`src/rtl/lcd_char_driver_if.sv`:
```
// Display-list and LCD pin bundle for lcd_char_driver.
//   char_in    : character byte returned by the display list (one cycle after index)
//   index      : character index requested from the display list
//   lcd_rs     : 0 = command, 1 = data
//   lcd_rw     : write-only, tied low
//   lcd_e      : LCD enable strobe
//   lcd_data   : LCD 8-bit data bus
//   init_done  : power-up init sequence finished
//   frame_done : one-cycle pulse after the last character's post-transfer wait
// master = the driver, slave = display list / LCD / observer side.
interface lcd_char_driver_if;
    logic [7:0] char_in;
    logic [4:0] index;
    logic       lcd_rs;
    logic       lcd_rw;
    logic       lcd_e;
    logic [7:0] lcd_data;
    logic       init_done;
    logic       frame_done;

    modport master (
        input  char_in,
        output index, lcd_rs, lcd_rw, lcd_e, lcd_data, init_done, frame_done
    );

    modport slave (
        output char_in,
        input  index, lcd_rs, lcd_rw, lcd_e, lcd_data, init_done, frame_done
    );
endinterface

```
`src/rtl/lcd_char_driver.sv`:
```
// HD44780 16x2 character LCD driver, 8-bit write-only mode.
// Runs the power-up init command list, then refreshes both lines forever:
// 0x80, chars 0..15, 0xC0, chars 16..31, idle gap, repeat.
// Ports:
//   clk : system clock
//   rst : synchronous active-high reset (full restart from power-up wait)
//   bus : lcd_char_driver_if.master (display-list index/char_in, LCD pins,
//         init_done, frame_done)
// Every byte goes through SETUP (E low) -> EHIGH -> HOLD (E low) -> WAIT.
// All timing phases share one 24-bit down-counter; every *_CYC must be >= 1
// and SETUP_CYC must be >= 2.
module lcd_char_driver #(
    parameter int unsigned PWRUP_CYC    = 750000,
    parameter int unsigned SETUP_CYC    = 4,
    parameter int unsigned E_HIGH_CYC   = 25,
    parameter int unsigned HOLD_CYC     = 4,
    parameter int unsigned CMD_WAIT_CYC = 2500,
    parameter int unsigned CLR_WAIT_CYC = 100000,
    parameter int unsigned REFRESH_CYC  = 500000
) (
    input  logic               clk,
    input  logic               rst,
    lcd_char_driver_if.master  bus
);

    localparam logic [23:0] L_PWRUP   = 24'(PWRUP_CYC);
    localparam logic [23:0] L_SETUP   = 24'(SETUP_CYC);
    localparam logic [23:0] L_EHIGH   = 24'(E_HIGH_CYC);
    localparam logic [23:0] L_HOLD    = 24'(HOLD_CYC);
    localparam logic [23:0] L_CMD     = 24'(CMD_WAIT_CYC);
    localparam logic [23:0] L_CLR     = 24'(CLR_WAIT_CYC);
    localparam logic [23:0] L_REFRESH = 24'(REFRESH_CYC);

    typedef enum logic [2:0] {
        ST_PWRUP, ST_INIT, ST_ADDR1, ST_CHAR, ST_ADDR2, ST_REFRESH
    } state_t;

    typedef enum logic [1:0] {
        PH_SETUP, PH_EHIGH, PH_HOLD, PH_WAIT
    } phase_t;

    state_t      state, state_n;
    state_t      nxt, nxt_n;       // state to enter once the current WAIT expires
    phase_t      phase, phase_n;
    logic [23:0] cnt, cnt_n;
    logic [2:0]  step, step_n;     // position in the init command list
    logic [4:0]  index, index_n;
    logic        rs, rs_n;
    logic        e, e_n;
    logic [7:0]  data, data_n;
    logic        init_done, init_done_n;
    logic        frame_done, frame_done_n;
    logic [7:0]  byte_sel;
    logic        last;

    function automatic logic [7:0] init_cmd(input logic [2:0] s);
        case (s)
            3'd0, 3'd1: init_cmd = 8'h38;
            3'd2:       init_cmd = 8'h0C;
            3'd3:       init_cmd = 8'h06;
            default:    init_cmd = 8'h01;
        endcase
    endfunction

    // Phases load their full length on entry and end in the cycle cnt == 1.
    assign last = (cnt == 24'd1);

    always_comb begin
        byte_sel = init_cmd(step);
        case (state)
            ST_ADDR1: byte_sel = 8'h80;
            ST_ADDR2: byte_sel = 8'hC0;
            ST_CHAR:  byte_sel = bus.char_in;
            default:  ;
        endcase
    end

    always_comb begin
        state_n      = state;
        nxt_n        = nxt;
        phase_n      = phase;
        cnt_n        = cnt - 24'd1;
        step_n       = step;
        index_n      = index;
        rs_n         = rs;
        e_n          = e;
        data_n       = data;
        init_done_n  = init_done;
        frame_done_n = 1'b0;

        case (state)
            ST_PWRUP: begin
                // cnt is 0 only in the first cycle after reset: that cycle
                // counts as the first of the power-up wait.
                if (cnt == 24'd1 || (cnt == 24'd0 && L_PWRUP == 24'd1)) begin
                    state_n = ST_INIT;
                    step_n  = 3'd0;
                    phase_n = PH_SETUP;
                    cnt_n   = L_SETUP;
                end else if (cnt == 24'd0) begin
                    cnt_n = L_PWRUP - 24'd1;
                end
            end

            ST_REFRESH: begin
                if (last) begin
                    state_n = ST_ADDR1;
                    phase_n = PH_SETUP;
                    cnt_n   = L_SETUP;
                end
            end

            default: begin
                case (phase)
                    PH_SETUP: begin
                        // Load at the end of the first SETUP cycle; index was
                        // moved at the start of the previous WAIT, so char_in
                        // already reflects it.
                        if (cnt == L_SETUP) begin
                            rs_n   = (state == ST_CHAR);
                            data_n = byte_sel;
                        end
                        if (last) begin
                            phase_n = PH_EHIGH;
                            cnt_n   = L_EHIGH;
                            e_n     = 1'b1;
                        end
                    end

                    PH_EHIGH: begin
                        if (last) begin
                            phase_n = PH_HOLD;
                            cnt_n   = L_HOLD;
                            e_n     = 1'b0;
                        end
                    end

                    PH_HOLD: begin
                        if (last) begin
                            phase_n = PH_WAIT;
                            cnt_n   = (!rs && data == 8'h01) ? L_CLR : L_CMD;
                            // Advance index/step now so the registered display
                            // list has the whole WAIT to catch up.
                            case (state)
                                ST_INIT: begin
                                    if (step == 3'd4) nxt_n = ST_ADDR1;
                                    else begin
                                        nxt_n  = ST_INIT;
                                        step_n = step + 3'd1;
                                    end
                                end
                                ST_ADDR1, ST_ADDR2: nxt_n = ST_CHAR;
                                default: begin
                                    if (index == 5'd31) begin
                                        index_n = 5'd0;
                                        nxt_n   = ST_REFRESH;
                                    end else begin
                                        index_n = index + 5'd1;
                                        nxt_n   = (index == 5'd15) ? ST_ADDR2 : ST_CHAR;
                                    end
                                end
                            endcase
                        end
                    end

                    default: begin
                        if (last) begin
                            state_n = nxt;
                            if (nxt == ST_REFRESH) begin
                                frame_done_n = 1'b1;
                                cnt_n        = L_REFRESH;
                            end else begin
                                phase_n = PH_SETUP;
                                cnt_n   = L_SETUP;
                                // Only the end of the init list reaches ADDR1 via WAIT.
                                if (nxt == ST_ADDR1) init_done_n = 1'b1;
                            end
                        end
                    end
                endcase
            end
        endcase
    end

    always_ff @(posedge clk) begin
        if (rst) begin
            state      <= ST_PWRUP;
            nxt        <= ST_INIT;
            phase      <= PH_SETUP;
            cnt        <= 24'd0;
            step       <= 3'd0;
            index      <= 5'd0;
            rs         <= 1'b0;
            e          <= 1'b0;
            data       <= 8'h00;
            init_done  <= 1'b0;
            frame_done <= 1'b0;
        end else begin
            state      <= state_n;
            nxt        <= nxt_n;
            phase      <= phase_n;
            cnt        <= cnt_n;
            step       <= step_n;
            index      <= index_n;
            rs         <= rs_n;
            e          <= e_n;
            data       <= data_n;
            init_done  <= init_done_n;
            frame_done <= frame_done_n;
        end
    end

    assign bus.index      = index;
    assign bus.lcd_rs     = rs;
    assign bus.lcd_rw     = 1'b0;
    assign bus.lcd_e      = e;
    assign bus.lcd_data   = data;
    assign bus.init_done  = init_done;
    assign bus.frame_done = frame_done;

endmodule
```
`src/flat_wrapper.sv`:
```
// flat-port wrapper written by rule: the top's interface ports become plain ports
module lcd_char_driver_flat 
#(
    parameter int unsigned PWRUP_CYC    = 750000,
    parameter int unsigned SETUP_CYC    = 4,
    parameter int unsigned E_HIGH_CYC   = 25,
    parameter int unsigned HOLD_CYC     = 4,
    parameter int unsigned CMD_WAIT_CYC = 2500,
    parameter int unsigned CLR_WAIT_CYC = 100000,
    parameter int unsigned REFRESH_CYC  = 500000
)
  (clk, rst, bus_char_in, bus_index, bus_lcd_rs, bus_lcd_rw, bus_lcd_e, bus_lcd_data, bus_init_done, bus_frame_done);
  lcd_char_driver_if bus_i ();
  input  logic clk;
  input  logic rst;
  input wire logic [$bits(bus_i.char_in)-1:0] bus_char_in;
  output wire logic [$bits(bus_i.index)-1:0] bus_index;
  output wire logic [$bits(bus_i.lcd_rs)-1:0] bus_lcd_rs;
  output wire logic [$bits(bus_i.lcd_rw)-1:0] bus_lcd_rw;
  output wire logic [$bits(bus_i.lcd_e)-1:0] bus_lcd_e;
  output wire logic [$bits(bus_i.lcd_data)-1:0] bus_lcd_data;
  output wire logic [$bits(bus_i.init_done)-1:0] bus_init_done;
  output wire logic [$bits(bus_i.frame_done)-1:0] bus_frame_done;
  assign bus_i.char_in = bus_char_in;
  assign bus_index = bus_i.index;
  assign bus_lcd_rs = bus_i.lcd_rs;
  assign bus_lcd_rw = bus_i.lcd_rw;
  assign bus_lcd_e = bus_i.lcd_e;
  assign bus_lcd_data = bus_i.lcd_data;
  assign bus_init_done = bus_i.init_done;
  assign bus_frame_done = bus_i.frame_done;
  lcd_char_driver #(.PWRUP_CYC(PWRUP_CYC), .SETUP_CYC(SETUP_CYC), .E_HIGH_CYC(E_HIGH_CYC), .HOLD_CYC(HOLD_CYC), .CMD_WAIT_CYC(CMD_WAIT_CYC), .CLR_WAIT_CYC(CLR_WAIT_CYC), .REFRESH_CYC(REFRESH_CYC)) u_core (.clk(clk), .rst(rst), .bus(bus_i));
endmodule
```
`config.mk`:
```
export PLATFORM = sky130hd
export DESIGN_NAME = lcd_char_driver_flat
export DESIGN_NICKNAME = d
export VERILOG_FILES = /design/src/rtl/lcd_char_driver_if.sv /design/src/rtl/lcd_char_driver.sv /design/src/flat_wrapper.sv
export SDC_FILE = /design/constraint.sdc
export NUM_CORES = 1
export LEC_CHECK = 0
export BUFFER_PORTS_ARGS = -buffer_cell sky130_fd_sc_hd__buf_4
export CORE_AREA = 2 2 79 81
export DETAILED_ROUTE_END_ITERATION = 8
export DIE_AREA = 0 0 81 83
export GPL_TIMING_DRIVEN = 1
export HOLD_SLACK_MARGIN = 0.12
export PLACE_DENSITY = 0.72
export REMOVE_ABC_BUFFERS = 1
export SLEW_MARGIN = 20
export SYNTH_ARGS = -nofsm -noshare
export SYNTH_HDL_FRONTEND = slang
export SYNTH_SLANG_ARGS = --single-unit
```
`constraint.sdc`:
```
create_clock -name clk -period 2.15 [get_ports clk]
set_input_delay 0.43 -clock clk [delete_from_list [all_inputs] [get_ports clk]]
set_output_delay 0.43 -clock clk [all_outputs]
set_load 0.05 [all_outputs]
```
# Yosys cells after proc, flatten, opt, wreduce, memory -nomap -nowiden
# Cells that the tools add are included.
[totals] reg_bits=52 out_inout_bits=18
[op_classes] addsub=3 eq_ne=23 n_mux=40 bitwise_logic=6 reduce_logical=23
[ops] operator="two-way mux 24 bit" n=6
[ops] operator="one-hot mux 24 bit (3 select lines)" n=1
[ops] operator="one-hot mux 24 bit (2 select lines)" n=1
[ops] operator="two-way mux 3 bit" n=11
[ops] operator="== test 24 x 1 -> 1 bit (second input constant)" n=1
[ops] operator="== test 24 x 3 -> 1 bit (second input constant)" n=1
[ops] operator="zero test 24 bit" n=1
[ops] operator="one-hot mux 8 bit (3 select lines)" n=1
[ops] operator="subtractor 24 x 1 -> 24 bit (second input constant)" n=1
[ops] operator="two-way mux 19 bit" n=1
[ops] operator="one-hot mux 3 bit (2 select lines)" n=3
[ops] operator="one-hot mux 6 bit (3 select lines)" n=1
[ops] operator="two-way mux 17 bit" n=1
[ops] operator="two-way mux 2 bit" n=8
[ops] operator="== test 3 x 2 -> 1 bit (second input constant)" n=5
[ops] operator="== test 3 bit (second input constant)" n=4
[ops] operator="AND reduction 5 bit" n=2
[ops] operator="== test 8 x 1 -> 1 bit (second input constant)" n=1
[ops] operator="AND reduction 4 bit" n=2
[ops] operator="OR reduction 7 bit" n=1
[ops] operator="== test 3 x 1 -> 1 bit (second input constant)" n=2
[ops] operator="zero test 3 bit" n=2
[ops] operator="NOT 1 bit" n=6
[ops] operator="one-hot mux 2 bit (3 select lines)" n=1
[ops] operator="21 further kinds" n=31

# Depth between registers and ports, before layout
# Gate-level depths: netlist (run 1).
[logic_depth] depth_word=6 ltp_mapped=7

# Worst setup path before layout (run 1)
# No wires, ideal clock.
[synth_timing] path_type="register to register" from="reg u_core.cnt[11]" to="reg u_core.index[3] (netlist: u_core.bus.index[3])" setup_time_ns=0.070 arrival_ns=2.067 required_ns=2.080 path_slack_ns=0.013 path_stages_with_launch=6 path_cell_list="dfxtp_1 nor4_4 nand4_4 or3_4 or4_1 a21oi_1"
[synth_between] elab_chain_len=2
[synth_lines] element="start: declaration" line_no="lcd_char_driver.sv:45" rtl="logic [23:0] cnt, cnt_n;"
[synth_lines] element="start signal: assignment" line_no="lcd_char_driver.sv:202" rtl="cnt <= cnt_n;"
[synth_lines] element="== test 24 x 1 -> 1 bit" line_no="lcd_char_driver.sv:66" rtl="assign last = (cnt == 24'd1);"
[synth_lines] element="AND reduction 4 bit (no source line)"
[synth_lines] element="end signal: assignment" line_no="lcd_char_driver.sv:204" rtl="index <= index_n;"
[synth_lines] element="end: declaration" line_no="lcd_char_driver.sv:47" rtl="logic [4:0] index, index_n;"
# No other way between the ends.
# A chain may end at the register's enable or synchronous reset.

# Worst setup path after layout (run 1)
[layout_timing] from="reg u_core.cnt[21]" to="reg u_core.cnt[15]"
[layout_between] elab_chain_len=4 word_cells_on_any_way=10 cone_classes="eq/ne: 1; mux: 8; reduce/logical: 1"
[layout_lines] element="== test 24 x 1 -> 1 bit / zero test 24 bit (equally long branches)"
[layout_lines] element="two-way mux 24 bit (on tied branches)"
[layout_lines] element="one-hot mux 24 bit (3 select lines) / two-way mux 24 bit (equally long branches)" line_no="lcd_char_driver.sv:114, lcd_char_driver.sv:95"
[layout_lines] element="one-hot mux 24 bit (2 select lines) (*)" line_no="lcd_char_driver.sv:91" rtl="case (state)"
# Every way passes the cells marked *; elsewhere a longest branch is shown, timed or not.

==> metrics, run 1 <==
status=complete, no violations; Starting Density=53.4%; pin count of the biggest net entering global routing=30; Max Freq=0.480 GHz; Setup-failing EPs final=0; RSZ-0062 raised after global routing=yes; clock share of power=14.6%; synth cell count leaders=dfxtp_1 (52), nor2_1 (39), a21oi_1 (33); total global-route track usage=25.6%; clk sinks=52; Req. time, crit path=2340 ps; Vias/cell=6.01; initial antenna violation count=0; Synth top area share=33.5%; Syn Area/Cell=8.25 µm²; family with the most delay on the worst path=simple AND/OR/NAND/NOR gates; vias in the first global route=2792; H-tree lvl count=2; final setup margin=64.7 ps; switch share=43.8%; Mapped Cells=376; Area contributors post-synth=dfxtp_1 (34%), ha_1 (5.6%), a21oi_1 (5.3%), nor2_1 (4.7%), xnor2_1 (3.7%); CTS tree=built; Top FF cell, synth=dfxtp_1; clock skew=7.98 ps; number of remaining DRC errors=0; I/O pins=28; Mapped Area=3100 µm²; #FFs+latches synth=52; final hold slack=407 ps; Antenna Cells=0; maxcap violations=0; crit path capture type=register; Psw=2010 µW; PwrDens=1230 nW/µm²; Design Power=4580 µW; P&R area growth vs syn=20.2%; slowest CP cell=nor4_4; GPL Wtd Cong=0.972; Leak Pwr=0.00143 µW; first-pass GRT wire length=13800 µm; crit path launch type=register; RR Startpoint=u_core.cnt[21]; post-synth cell types=60; GR Overflow Total=0; final hold viol count=0; critical path peak fanout=5; clk_lat worst skew=310 ps; fin. max-slew vios=0; combinational share of power=55.1%; non-filler cells, final=503; Buffers on Ports=26; Rows=28; DR pass1 iterations=5; die width=81 µm; Post-synth EDFFs=0; crit-path max cell delay=410 ps; post-synthesis sequential area ratio=33.5%; Tcrit/Tclk final=97.0%; clock tree buffer depth=2; Async SR Flop Fraction=0%; vias post-DR=3025; full die area=6720 µm²; pre-CTS setup slack=78.9 ps; hold path depth=3; WP data arrival=2280 ps; crit path buf inv count=1; Worst slew margin=64.6%; Starting DRT DRC Count=208; fraction of layout cells with a size suffix above 1=21.7%; slew at the pin with the worst max-slew slack=526 ps; Hold EP=u_core.bus.lcd_data[3]; Crit Path Category=register to register; Reg clk slew, reported paths=100 ps; setup TNS=0 ps; cts hold-fix bufs=0; Routed Antenna Nets=0; peak supply drop=0.000794 V; Detailed Place HPWL=6230 µm; Synth area leader=dfxtp_1; Cell Int Power=2570 µW; reg2reg path depth=6; RR Endpoint=u_core.cnt[15]; Cell Chain, Critical Path=nor4_4, buf_4, nand4_1, a21oi_1, nor4_1, or3_1; r2r setup slk=60 ps; core footprint=5820 µm²; Final nets=451; CTS Buf Count=5; Ys Warns=0; placed insts=494; Flop pwr share=30.3%; Hold WC Path Type=input port to register; clk root buf=clkbuf_8; min Tclk post-route=2090 ps; most numerous cell in the Yosys netlist=dfxtp_1; die extent in y=83 µm; final WL=8260 µm; HP Start=bus_char_in[3]; Routed WL per cell=16.4 µm
[logic make-up after synthesis]
group | count (synthesis) | share of synthesized area [%]
other | 1 | 0.121
multiplexers | 6 | 2.02
XOR/XNOR | 20 | 5.65
adder cells (fa/ha/maj) | 14 | 5.65
flip-flops | 52 | 33.5
AO/OA/AOI/OAI | 93 | 19.3
buffers and inverters | 29 | 3.95
AND/OR/NAND/NOR | 161 | 29.8
[area by class of cell]
class,instances,area (µm²)
fillers,513,2090
multi-input cells,295,1970
flip-flops and latches,52,1040
repair buffers,60,467
well taps,75,93.8
clock buffers,6,72.6
inverters,13,48.8
clock inverters,2,35.0
[how the worst max path moves through the flow]
| stage | from | end | slack [ps] | cells past startpoint |
|---|---|---|---|---|
| global route | u_core.cnt[6] | u_core.phase[0] | -10 | 6 |
| CTS | u_core.cnt[3] | u_core.phase[0] | 30 | 6 |
| global placement | u_core.cnt[21] | u_core.bus.index[3] | 140 | 5 |
| finish | u_core.cnt[21] | u_core.cnt[15] | 60 | 6 |
| floorplan | u_core.cnt[7] | u_core.bus.index[3] | -140 | 5 |
| detailed placement | u_core.cnt[3] | u_core.phase[0] | 80 | 6 |
[repair_timing]
action                                  4_1_cts  5_1_grt
hold endpoints to repair                      0        0
endpoints found under the setup margin        0       26
resized for setup                             0        8
setup buffers                                 0        1
[worst min-delay path, stage by stage]
cell and delay, ps:
buf_4 110, nand2_1 50, a311oi_1 80
[metal layers]
layer  GRT usage, %  share of wire [%]  up-vias
met5              0                  0        -
met1           39.4                 48     1402
met3           4.24                6.3       17
li1               -                  -     1490
met2           36.2                 44      116
met4           7.40                1.7        0
[flip-flops by register name, indices dropped and copies added (netlist names)]
register,flops
u_core.step,3
u_core.bus.frame_done,1
u_core.bus.lcd_data,8
u_core.bus.init_done,1
u_core.cnt,24
u_core.bus.index,5
u_core.nxt,3
u_core.state,3
u_core.bus.lcd_rs,1
u_core.bus.lcd_e,1
u_core.phase,2
[cells in the final DEF, fill, tap and decap left out, drive strengths merged, types with 3 or more instances in the layout]
master / instances
a211oi: 11
a21o: 5
a21oi: 33
a31oi: 3
buf: 60
clkbuf: 6
dfxtp: 52
ha: 14
inv: 12
mux2i: 4
nand2: 29
nand3: 11
nand4: 9
nor2: 39
nor3: 20
nor3b: 4
nor4: 15
o21ai: 15
o31ai: 3
or2: 4
or3: 13
or4: 3
xnor2: 13
xor2: 7
[stage by stage]
step	util, %	instance area (µm²)
3_5_place_dp	61.5	3580
6_report	64.1	3730
4_1_cts	63.4	3690
2_1_floorplan	-	3030
5_1_grt	64.1	3730
3_3_place_gp	61.5	3580
[power groups by stage]
stage / clock network [µW] / registers, µW / logic, µW
after floorplan: 0 / 1390 / 1580
after global placement: 0 / 1390 / 2380
after detailed placement: 0 / 1390 / 2380
after CTS: 688 / 1370 / 2400
after global routing: 722 / 1420 / 2750
final: 670 / 1390 / 2520
Power figures use the tool's default switching activity.
==> run 2, diff against run 1 <==
- BUFFER_PORTS_ARGS: -buffer_cell sky130_fd_sc_hd__buf_4 -> -buffer_cell sky130_fd_sc_hd__buf_2
- CORE_AREA: 2 2 79 81 -> 2 2 75 77
- DIE_AREA: 0 0 81 83 -> 0 0 77 79
- PLACE_DENSITY: 0.72 -> 0.76
- clock period: 2.15 -> 2.49 ns (I/O delays scaled with it)
==> metrics, run 2 (synthesized netlist as in run 1, its figures left out) <==
hold path depth=3; Routed WL per cell=16.3 µm; Req. time, crit path=2730 ps; vias in the first global route=2762; CTS tree=built; Vias/cell=6.17; PwrDens=1080 nW/µm²; WP data arrival=2520 ps; Global Route met2 Usage=42.7%; I/O pins=28; number of remaining DRC errors=0; Final nets=435; Antenna Cells=0; pin count of the biggest net entering global routing=28; clk root buf=clkbuf_8; GPL Wtd Cong=1.00; Hold WC Path Type=input port to register; final hold slack=450 ps; CTS Buf Count=5; full die area=6080 µm²; Tcrit/Tclk final=91.5%; setup TNS=0 ps; HP Start=bus_char_in[3]; min Tclk post-route=2280 ps; RR Startpoint=u_core.cnt[21]; die extent in y=79 µm; number of flip-flops in the largest register=24; critical path peak fanout=8; most frequent cells in the layout=dfxtp_1 (52), nor2_1 (39), a21oi_1 (33); clk sinks=52; crit path launch type=register; P&R area growth vs syn=12.5%; Rows=27; RSZ-0062 raised after global routing=no; crit path capture type=register; Reg clk slew, reported paths=90 ps; Setup-failing EPs final=0; Starting Density=58.1%; Starting DRT DRC Count=255; clock tree buffer depth=2; Buffers on Ports=26; Post-CTS Resized=0; Max Freq=0.439 GHz; commonest non-fill, non-tap cell in the layout=dfxtp_1; Detailed Place HPWL=5830 µm; cts hold-fix bufs=0; Routed Antenna Nets=0; Worst slew margin=61.7%; clock skew=11.3 ps; GR Overflow Total=0; fin. max-slew vios=0; Crit Path Category=register to register; total global-route track usage=27.3%; die width=77 µm; DR pass1 iterations=4; gr busiest metal=met2; r2r setup slk=210 ps; met1 GRT Util=38.9%; first-pass GRT wire length=13400 µm; Biggest register=u_core.cnt; fill count=508; core footprint=5340 µm²; H-tree lvl count=2; RR Endpoint=u_core.bus.index[2]; fraction of layout cells with a size suffix above 1=17.0%; met3 usage=3.86%; clk_lat worst skew=310 ps; final hold viol count=0; maxcap violations=0; Leak Pwr=0.00134 µW; postcts setup bufs=0; slew at the pin with the worst max-slew slack=570 ps; initial antenna violation count=0; final WL=7900 µm; vias post-DR=2986; Hold EP=u_core.bus.lcd_data[3]; peak supply drop=0.000492 V; reg2reg path depth=5; status=complete, no violations
[run 2: changes by cell type in the layout (fill, tap and decap cells not counted), sizes merged]
| cell | delta |
|---|---|
| buf | -16 |
[run 2: how the worst max path moves through the flow]
stage	startpoint	slack, ps	endpoint
after floorplan	u_core.cnt[7]	200	u_core.bus.index[3]
after global placement	u_core.cnt[21]	290	u_core.bus.index[2]
after detailed placement	u_core.cnt[21]	220	u_core.bus.index[3]
after CTS	u_core.cnt[21]	210	u_core.bus.index[3]
after global routing	u_core.cnt[21]	7	u_core.cnt[17]
final	u_core.cnt[21]	210	u_core.bus.index[2]
[run 2: report_power, final]
group          internal, µW  total, µW  switching, µW
clock network           299        581            282
registers               989       1190            206
logic                   824       2010           1180
[run 2: area by class of cell]
type                            instances  area, µm²  area share, %
Multi-Input combinational cell        295       1940           55.5
Sequential cell                        52       1040           29.8
Timing Repair Buffer                   44        265           7.60
Tap cell                               72       90.1           2.58
Clock buffer                            6       72.6           2.08
Inverter                               13       48.8           1.40
Clock inverter                          2       35.0           1.00
[run 2: worst max-delay path, cell delays in order, from the launching register on]
cell     delay (ps)
dfxtp_1         360
nor4_4          520
nand4_4         230
or3_4           470
or4b_1          470
a21oi_1         150
[run 2: stage by stage]
step | setup WS, ps | total power, µW | utilization, % | instances | instance area [µm²]
2_1_floorplan | 196 | 2560 | - | 360 | 3030
3_3_place_gp | 292 | 3130 | 63.4 | 476 | 3380
3_5_place_dp | 224 | 3160 | 63.4 | 476 | 3380
4_1_cts | 210 | 3760 | 65.4 | 484 | 3490
5_1_grt | 6.81 | 4040 | 65.4 | 484 | 3490
6_report | 212 | 3780 | 65.4 | 484 | 3490
[run 2: layer usage]
metal / wire length (µm) / share of wire [%]
met1: 3660 / 46
met2: 3580 / 45
met3: 558 / 7.1
met4: 101 / 1.3
met5: 0 / 0
==> run 3, diff against run 2 <==
- CELL_PAD_IN_SITES_DETAIL_PLACEMENT: default -> 0
- CELL_PAD_IN_SITES_GLOBAL_PLACEMENT: default -> 1
- CORE_AREA: 2 2 75 77 -> 2 2 84 86
- DIE_AREA: 0 0 77 79 -> 0 0 86 88
- PLACE_DENSITY: 0.76 -> 0.8
==> metrics, run 3 (synthesized netlist as in run 1, its figures left out) <==
status=complete, no violations; fin. max-slew vios=0; Buffers on Ports=26; DP Area=3410 µm²; Cell Int Power=2030 µW; pre-CTS setup slack=216 ps; Antenna Cells=0; CP Launch Point=u_core.cnt[21]; final WL=8240 µm; clk_lat worst skew=310 ps; GR Overflow Total=0; initial antenna violation count=0; number of flip-flops in the largest register=24; RSZ-0062 raised after global routing=no; DR pass1 iterations=5; crit path capture type=register; die width=86 µm; H-tree lvl count=2; fraction of layout cells with a size suffix above 1=17.4%; CTS tree=built; Hold WC Path Type=input port to register; Biggest register=u_core.cnt; min Tclk post-route=2310 ps; I/O pins=28; RR Endpoint=u_core.cnt[18]; setup TNS=0 ps; full die area=7570 µm²; peak supply drop=0.000382 V; slew at the pin with the worst max-slew slack=603 ps; Final nets=437; Routed WL per cell=16.7 µm; combinational share of power=53.7%; Worst slew margin=59.7%; Crit Path Category=register to register; Leak Pwr=0.00134 µW; Vias/cell=5.93; clock tree buffer depth=2; clk root buf=clkbuf_8; Critical Path Sink=u_core.cnt[18]; Req. time, crit path=2730 ps; commonest non-fill, non-tap cell in the layout=dfxtp_1; GPL Wtd Cong=0.883; pin count of the biggest net entering global routing=22; fin area=3510 µm²; fill count=658; first-pass GRT wire length=13600 µm; Detailed Place HPWL=6070 µm; Psw=1670 µW; number of remaining DRC errors=0; WP data arrival=2550 ps; final setup margin=181 ps; vias in the first global route=2698; crit path launch type=register; CTS Buf Count=5; Reg clk slew, reported paths=100 ps; Starting DRT DRC Count=282; r2r setup slk=180 ps; switch share=45.1%; most frequent cells in the layout=dfxtp_1 (52), nor2_1 (39), a21oi_1 (33); post-layout util=52.8%; Tcrit/Tclk final=92.7%; final hold viol count=0; PwrDens=1050 nW/µm²; clk sinks=52; Starting Density=46.7%; Routed Antenna Nets=0; cts hold-fix bufs=0; die extent in y=88 µm; maxcap violations=0; postcts setup bufs=0; P&R area growth vs syn=13.0%; Post-CTS Resized=0; Design Power=3700 µW; reg2reg path depth=5; clock skew=11.1 ps; vias post-DR=2928; Rows=30; total global-route track usage=22.8%; RR Startpoint=u_core.cnt[21]; core footprint=6640 µm²; Max Freq=0.433 GHz; Flop pwr share=32.6%; Setup-failing EPs final=0; critical path peak fanout=15; clock share of power=13.7%
[run 3: changes by cell type in the layout (fill, tap and decap cells not counted)]
cell / change
clkbuf_1: +1
clkinv_2: -1
clkbuf_8: +1
nor4_1: -1
bufinv_16: -1
buf_4: +2
nor4_2: +1
[run 3: cell type report]
class	instances	area, µm²	area share (%)
clock buffers	8	90.1	2.57
inverters	13	48.8	1.39
multi-input cells	295	1950	55.5
flip-flops and latches	52	1040	29.7
well taps	80	100	2.86
repair buffers	46	280	7.99
[run 3: per-stage QoR]
| stage | std cells | hold WS [ps] |
|---|---|---|
| 3_3_place_gp | 486 | 452 |
| 2_1_floorplan | 360 | 452 |
| 5_1_grt | 494 | 460 |
| 4_1_cts | 494 | 437 |
| 6_report | 494 | 442 |
| 3_5_place_dp | 486 | 463 |
[run 3: power groups by stage]
stage	combinational (µW)	clock [µW]	sequential, µW
3_3_place_gp	1940	0	1210
4_1_cts	1960	530	1200
6_report	1990	508	1200
2_1_floorplan	1360	0	1200
3_5_place_dp	1940	0	1220
5_1_grt	2180	550	1220
[run 3: worst min-delay path by stage]
stage / from / endpoint / cells past startpoint
after floorplan: u_core.step[0] / u_core.step[0] / 2
after global placement: u_core.bus.init_done / u_core.bus.init_done / 2
after detailed placement: u_core.bus.init_done / u_core.bus.init_done / 2
after CTS: bus_char_in[3] / u_core.bus.lcd_data[3] / 3
after global routing: bus_char_in[3] / u_core.bus.lcd_data[3] / 3
final: bus_char_in[3] / u_core.bus.lcd_data[3] / 3
[run 3: routing by layer]
layer / track usage [%] / part of all wire (%) / up-vias
met4: 6.64 / 1.3 / 0
met1: 33.3 / 48 / 1369
met2: 34.4 / 44 / 91
met3: 4.15 / 6.0 / 8
li1: - / - / 1460
met5: 0 / 0 / -
[run 3: critical path: stages, from the launching register on]
cell and delay, ps:
dfxtp_1 370, nor4_4 490, and4_2 340, nand2_1 370
or3_1 530, a21oi_1 130
